### config.mk
export PLATFORM = sky130hd
export DESIGN_NAME = shift_reg_seq_arb
export DESIGN_NICKNAME = d
export VERILOG_FILES = /design/src/rtl/shift_reg_seq_arb.sv
export SDC_FILE = /design/constraint.sdc
export NUM_CORES = 1
export LEC_CHECK = 0
export CAP_MARGIN = 5
export CORE_MARGIN = 3
export CORE_UTILIZATION = 40
export CTS_CLUSTER_DIAMETER = 120
export DETAILED_ROUTE_END_ITERATION = 7
export SLEW_MARGIN = 10
export SYNTH_ARGS = -nofsm -noshare
export SYNTH_HDL_FRONTEND = slang
export SYNTH_SLANG_ARGS = --single-unit
### constraint.sdc
create_clock -name clk -period 2.4 [get_ports clk]
set_clock_uncertainty 0.05 [all_clocks]
set_input_delay 0.36 -clock clk [delete_from_list [all_inputs] [get_ports clk]]
set_output_delay 0.36 -clock clk [all_outputs]
set_load 0.02 [all_outputs]
### src/rtl/shift_reg_seq_arb.sv
// Purpose: round-robin arbiter for two clients that streams a word into an external serial shift register and returns its read-back.
// Latency: response valid k + N + (N-1)*GAP + 2 edges after the request handshake at edge k.
// Backpressure: the response is held until rsp_ready; no new request is granted until the response handshake completes.
module shift_reg_seq_arb #(
  parameter int N   = 4,
  parameter int GAP = 0   // idle cycles between shift pulses, 0..15
) (
  input  logic         clk,
  input  logic         rst,
  input  logic         req0_valid,
  output logic         req0_ready,
  input  logic [N-1:0] req0_data,
  input  logic         req0_dir,
  input  logic         req1_valid,
  output logic         req1_ready,
  input  logic [N-1:0] req1_data,
  input  logic         req1_dir,
  output logic         sr_d,
  output logic         sr_en,
  output logic         sr_dir,
  input  logic [N-1:0] sr_q,
  output logic         rsp_valid,
  input  logic         rsp_ready,
  output logic         rsp_id,
  output logic [N-1:0] rsp_q,
  output logic         rsp_match
);

  localparam int            CW       = $clog2(N) + 1;
  localparam logic [CW-1:0] CNT_LAST = CW'(N - 1);
  localparam logic [3:0]    GAP_LAST = 4'(GAP - 1);

  typedef enum logic [2:0] {
    IDLE,
    SHIFT,
    GAPW,
    CHECK,
    RESP
  } state_t;

  state_t        state, state_nxt;
  logic          ptr, ptr_nxt;              // round-robin: side that wins a tie
  logic [CW-1:0] cnt, cnt_nxt;              // shift pulses issued so far
  logic [3:0]    gcnt, gcnt_nxt;            // idle cycles spent in the current gap
  logic          settled, settled_nxt;      // final shift has landed in sr_q
  logic [N-1:0]  feed, feed_nxt;            // bits still to send, next one at [0]
  logic [N-1:0]  word, word_nxt;            // latched request word for the compare
  logic          dir_r, dir_nxt;
  logic          id_r, id_nxt;
  logic          sr_d_nxt, sr_en_nxt, sr_dir_nxt;
  logic          rsp_valid_nxt, rsp_id_nxt, rsp_match_nxt;
  logic [N-1:0]  rsp_q_nxt;
  logic          grant0, grant1;

  // Left shifts must see the MSB first, so the word is reversed once at
  // latch time; the shifter then always sends feed[0] and shifts right.
  function automatic logic [N-1:0] bit_rev(input logic [N-1:0] v);
    logic [N-1:0] r;
    r = '0;
    for (int i = 0; i < N; i++) begin
      r[i] = v[N-1-i];
    end
    return r;
  endfunction

  // Next-state, registered-output next values and the combinational readys.
  always_comb begin
    state_nxt     = state;
    ptr_nxt       = ptr;
    cnt_nxt       = cnt;
    gcnt_nxt      = gcnt;
    settled_nxt   = settled;
    feed_nxt      = feed;
    word_nxt      = word;
    dir_nxt       = dir_r;
    id_nxt        = id_r;
    sr_d_nxt      = sr_d;
    sr_en_nxt     = 1'b0;
    sr_dir_nxt    = sr_dir;
    rsp_valid_nxt = rsp_valid;
    rsp_id_nxt    = rsp_id;
    rsp_q_nxt     = rsp_q;
    rsp_match_nxt = rsp_match;
    req0_ready    = 1'b0;
    req1_ready    = 1'b0;

    // A lone requester always wins; on a tie the pointer side wins.
    grant0 = req0_valid & (~req1_valid | ~ptr);
    grant1 = req1_valid & (~req0_valid | ptr);

    case (state)
      IDLE: begin
        // Readys are gated by reset so no handshake can slip through it.
        req0_ready = rst & grant0;
        req1_ready = rst & grant1;
        if (req0_ready) begin
          word_nxt  = req0_data;
          dir_nxt   = req0_dir;
          id_nxt    = 1'b0;
          feed_nxt  = req0_dir ? bit_rev(req0_data) : req0_data;
          cnt_nxt   = '0;
          ptr_nxt   = 1'b1;
          state_nxt = SHIFT;
        end else if (req1_ready) begin
          word_nxt  = req1_data;
          dir_nxt   = req1_dir;
          id_nxt    = 1'b1;
          feed_nxt  = req1_dir ? bit_rev(req1_data) : req1_data;
          cnt_nxt   = '0;
          ptr_nxt   = 1'b0;
          state_nxt = SHIFT;
        end
      end

      SHIFT: begin
        sr_en_nxt  = 1'b1;
        sr_d_nxt   = feed[0];
        sr_dir_nxt = dir_r;
        feed_nxt   = feed >> 1;
        cnt_nxt    = cnt + CW'(1);
        if (cnt == CNT_LAST) begin
          settled_nxt = 1'b0;
          state_nxt   = CHECK;
        end else if (GAP > 0) begin
          gcnt_nxt  = '0;
          state_nxt = GAPW;
        end
      end

      GAPW: begin
        gcnt_nxt = gcnt + 4'd1;
        if (gcnt == GAP_LAST) begin
          state_nxt = SHIFT;
        end
      end

      CHECK: begin
        // The last pulse is still on sr_en during the first CHECK cycle, so
        // the register only holds the full word one cycle later.
        if (!settled) begin
          settled_nxt = 1'b1;
        end else begin
          rsp_q_nxt     = sr_q;
          rsp_match_nxt = (sr_q == word);
          rsp_id_nxt    = id_r;
          rsp_valid_nxt = 1'b1;
          state_nxt     = RESP;
        end
      end

      RESP: begin
        if (rsp_ready) begin
          rsp_valid_nxt = 1'b0;
          state_nxt     = IDLE;
        end
      end

      default: state_nxt = IDLE;
    endcase
  end

  // State and registered outputs; reset aborts any command in flight.
  always_ff @(posedge clk) begin
    if (!rst) begin
      state     <= IDLE;
      ptr       <= 1'b0;
      cnt       <= '0;
      gcnt      <= '0;
      settled   <= 1'b0;
      feed      <= '0;
      word      <= '0;
      dir_r     <= 1'b0;
      id_r      <= 1'b0;
      sr_d      <= 1'b0;
      sr_en     <= 1'b0;
      sr_dir    <= 1'b0;
      rsp_valid <= 1'b0;
      rsp_id    <= 1'b0;
      rsp_q     <= '0;
      rsp_match <= 1'b0;
    end else begin
      state     <= state_nxt;
      ptr       <= ptr_nxt;
      cnt       <= cnt_nxt;
      gcnt      <= gcnt_nxt;
      settled   <= settled_nxt;
      feed      <= feed_nxt;
      word      <= word_nxt;
      dir_r     <= dir_nxt;
      id_r      <= id_nxt;
      sr_d      <= sr_d_nxt;
      sr_en     <= sr_en_nxt;
      sr_dir    <= sr_dir_nxt;
      rsp_valid <= rsp_valid_nxt;
      rsp_id    <= rsp_id_nxt;
      rsp_q     <= rsp_q_nxt;
      rsp_match <= rsp_match_nxt;
    end
  end

endmodule

==> key figures <==
Die
  • Die Ht: between 60 and 70 um
  • Die Span X: just under 70 um
  • Die footprint: between 4000 and 5000 um2
  • Core Region: about 3700 um2
  • I/O pins: 31
  • Starting Density: 42.4%
  • Std-Cell Rows: 22

Cells and area
  • Final core utilization: 55.9%
  • Most frequent cells in the layout: dfxtp_1, clkdlybuf4s50_1, mux2i_1
  • Area Overhead vs Synth: 31.7%
  • Layout cells sized above 1: about an eighth
  • # fillers: 359
  • Nets: 237
  • Commonest non-fill, non-tap cell in the layout: dfxtp_1
  • Antenna Cells: 0

Setup path
  • CP max stage delay: roughly 0.6 ns
  • Setup crit end kind: output pin
  • CP max-delay cell: clkdlybuf4s50_1
  • Reg-to-reg startpoint: state[1]
  • CP required: approximately 2.0 ns
  • Flop-to-flop setup slack: slightly above 0.7 ns
  • Crit start category: flop
  • Kind of critical path: reg2out
  • FF-to-FF path depth: 5
  • CP Data Arrival Time: 1.89 ns
  • Buffers & Inverters on Critical Path: 1
  • CP Cell Sequence: nor3_2 -> nand2_1 -> a21oi_1 -> and2_1 -> clkdlybuf4s50_1
  • Delay-heaviest family, CP: buffers and inverters
  • Worst R2R End: gcnt[3]
  • CP Max Fanout: 9

Drt
  • Final ANT Viol Nets: 0
  • Drc violations: 0
  • Post-detailed-routing wire length: roughly 3500 um
  • Avg Vias per Cell: around 5.1
  • Router iterations before antenna repair: 4
  • WL/cell: between 10 and 15 um
  • DRT iter0 DRCs: 59
  • Vias: ~1,300

STA
  • Hold slack: approximately 0.4 ns
  • Worst relative slew slack: about 64%
  • Fin crit share: 95.9%
  • Worst slew pin tran: around 0.54 ns
  • Crit path time final: 2.30 ns
  • Final worst slack: between 0.09 and 0.1 ns
  • Setup TNS Final: 0 ns
  • Final hold viol count: 0
  • Max Clk Rate: about 430 MHz
  • Setup violators final: 0
  • Slew Limit Fails: 0

CTS
  • Number of CTS-inserted buffers: 5
  • H-tree depth: 2
  • Clock root buffer: clkbuf_8
  • Clk_lat worst skew: approximately 0.28 ns
  • Post-CTS Setup Bufs: 0
  • TritonCTS clock tree: yes
  • Sink Count: 32
  • Clk slew on worst S/H paths: roughly 0.06 ns
  • Max clock buf depth: 2

Worst hold path
  • Hold Path Depth: 2
  • Endpoint, Worst Hold: rsp_match
  • Class of the tightest hold or removal check: reg2reg
  • Hold Startpoint: rsp_match

Pwr
  • PwrDens: around 590 nW/um2
  • Pwr Total: between 1000 and 1500 uW
  • P_leak: 0.000799 uW
  • Worst vdd ir: between 0.3 and 0.4 mV

Global route
  • Largest net degree at the start of global routing: 24
  • Global-route wire length before repair: around 5900 um
  • Initial antenna violation count: 0
  • Number of global-route vias before repair: approximately 1,300
  • GRT Overall Usage: 15.0%
  • GRT overflow: 0

Yosys
  • Yosys reg bits: 32
  • YS warnings: 0
  • Syn Nets: between 150 and 200
  • Cells after synthesis: ~180
  • Syn avg cell area: approximately 9.0 um2
  • Sequential element share of the synthesized area: 40.3%
  • Cell area after synthesis: approximately 1600 um2
  • Cell variety after synth: 38

Placement
  • Final estimated routing congestion in global placement: approximately 0.77
  • DP HPWL: ~2600 um
  • Pre-CTS WS: 0.0961 ns
  • IO buf count: 30

Outcome
  • Status: finished clean

Job
  • Max cap viols: 0
## cells in the mapped netlist (all sizes together)
library cell,n,share of area [%]
dfxtp,32,40
mux2i,17,11
a21oi,15,4.7
o21ai,15,4.7
nand2,13,3.1
and2,9,3.5
nor2,8,2.0
nor2b,8,3.1
clkbuf,6,1.4
xor2,5,2.8
a21boi,4,1.9
buf,4,1.3
mux2,4,2.8
ha,3,2.4
inv,3,0.71
nand3,3,0.94
o211ai,3,1.4
o21a,3,1.4
nand2b,2,1.3
nand4,2,0.79
nor3,2,0.63
nor4,2,1.2
xnor2,2,1.1
a211oi,1,0.47
a22oi,1,0.47
a311oi,1,0.55
and3,1,0.39
nand3b,1,0.47
nor3b,1,0.47
nor4b,1,0.55
o22ai,1,0.39
o2bb2ai,1,0.55
or2,1,0.39
or3b,1,0.55
or4,1,0.47
## what timing repair did
item,4_1_cts,5_1_grt
endpoints found under the setup margin,0,2
gates resized for setup,0,2
hold buffers,0,0
## per-stage QoR
step           instance area [um2]  instances
4_1_cts                       2090        263
3_5_place_dp                  1990        256
2_1_floorplan                 1590        177
6_report                      2090        263
5_1_grt                       2090        263
3_3_place_gp                  1990        256
## final cells by class
type                       instances  area [um2]  share of cell area, %
multi-input combinational        132         900                   43.0
sequential                        32         641                   30.6
timing repair buffer              41         385                   18.4
clock buffer                       7        96.3                   4.60
tap                               48        60.1                   2.87
inverter                           3        11.3                  0.538
## cell families (layout without fill, tap and decap cells)
group	count (synthesis)	in the layout	share of synthesized area, %
simple gates	56	56	19.9
compound gates	45	45	16.6
flops	32	32	40.3
mux	21	21	13.5
buf+inv	13	51	3.39
xor+xnor	7	7	3.86
fa+ha+maj	3	3	2.36
## sequential cells by signal (all words and copies together) (netlist names), 3 cells and up
name and flops:
word 4, gcnt 4, state 3, feed 4, cnt 3, rsp_q 4
## per-layer routing
metal	share of wire (%)	vias to the layer above	track usage (%)
li1	-	699	-
met1	46	613	18.5
met2	48	27	24.4
met3	4.8	5	4.23
met4	1.5	0	6.51
met5	0	-	0
## worst max-delay path by stage
stage / start / end / slack (ns) / depth (start not counted)
after floorplan: state[1] / req1_ready / 0.74 / 5
after global placement: req0_valid / req0_ready / 0.13 / 5
after detailed placement: req0_valid / req0_ready / 0.1 / 5
after CTS: state[2] / req1_ready / 0.02 / 5
after global routing: state[2] / req1_ready / -0.003 / 5
final: state[2] / req1_ready / 0.1 / 5
## tightest hold or removal path, delay by kind of cell (launching register included)
family | cells | cell delay, ns
flip-flops | 1 | 0.31
AND/OR/NAND/NOR | 1 | 0.05
AO/OA/AOI/OAI | 1 | 0.06
## where the power goes
group          internal [uW]  switching, uW  total (uW)
Combinational            111            106         218
Sequential               562           18.1         580
Clock                    255            182         437
Note: power is estimated with default switching activity, not from simulation.
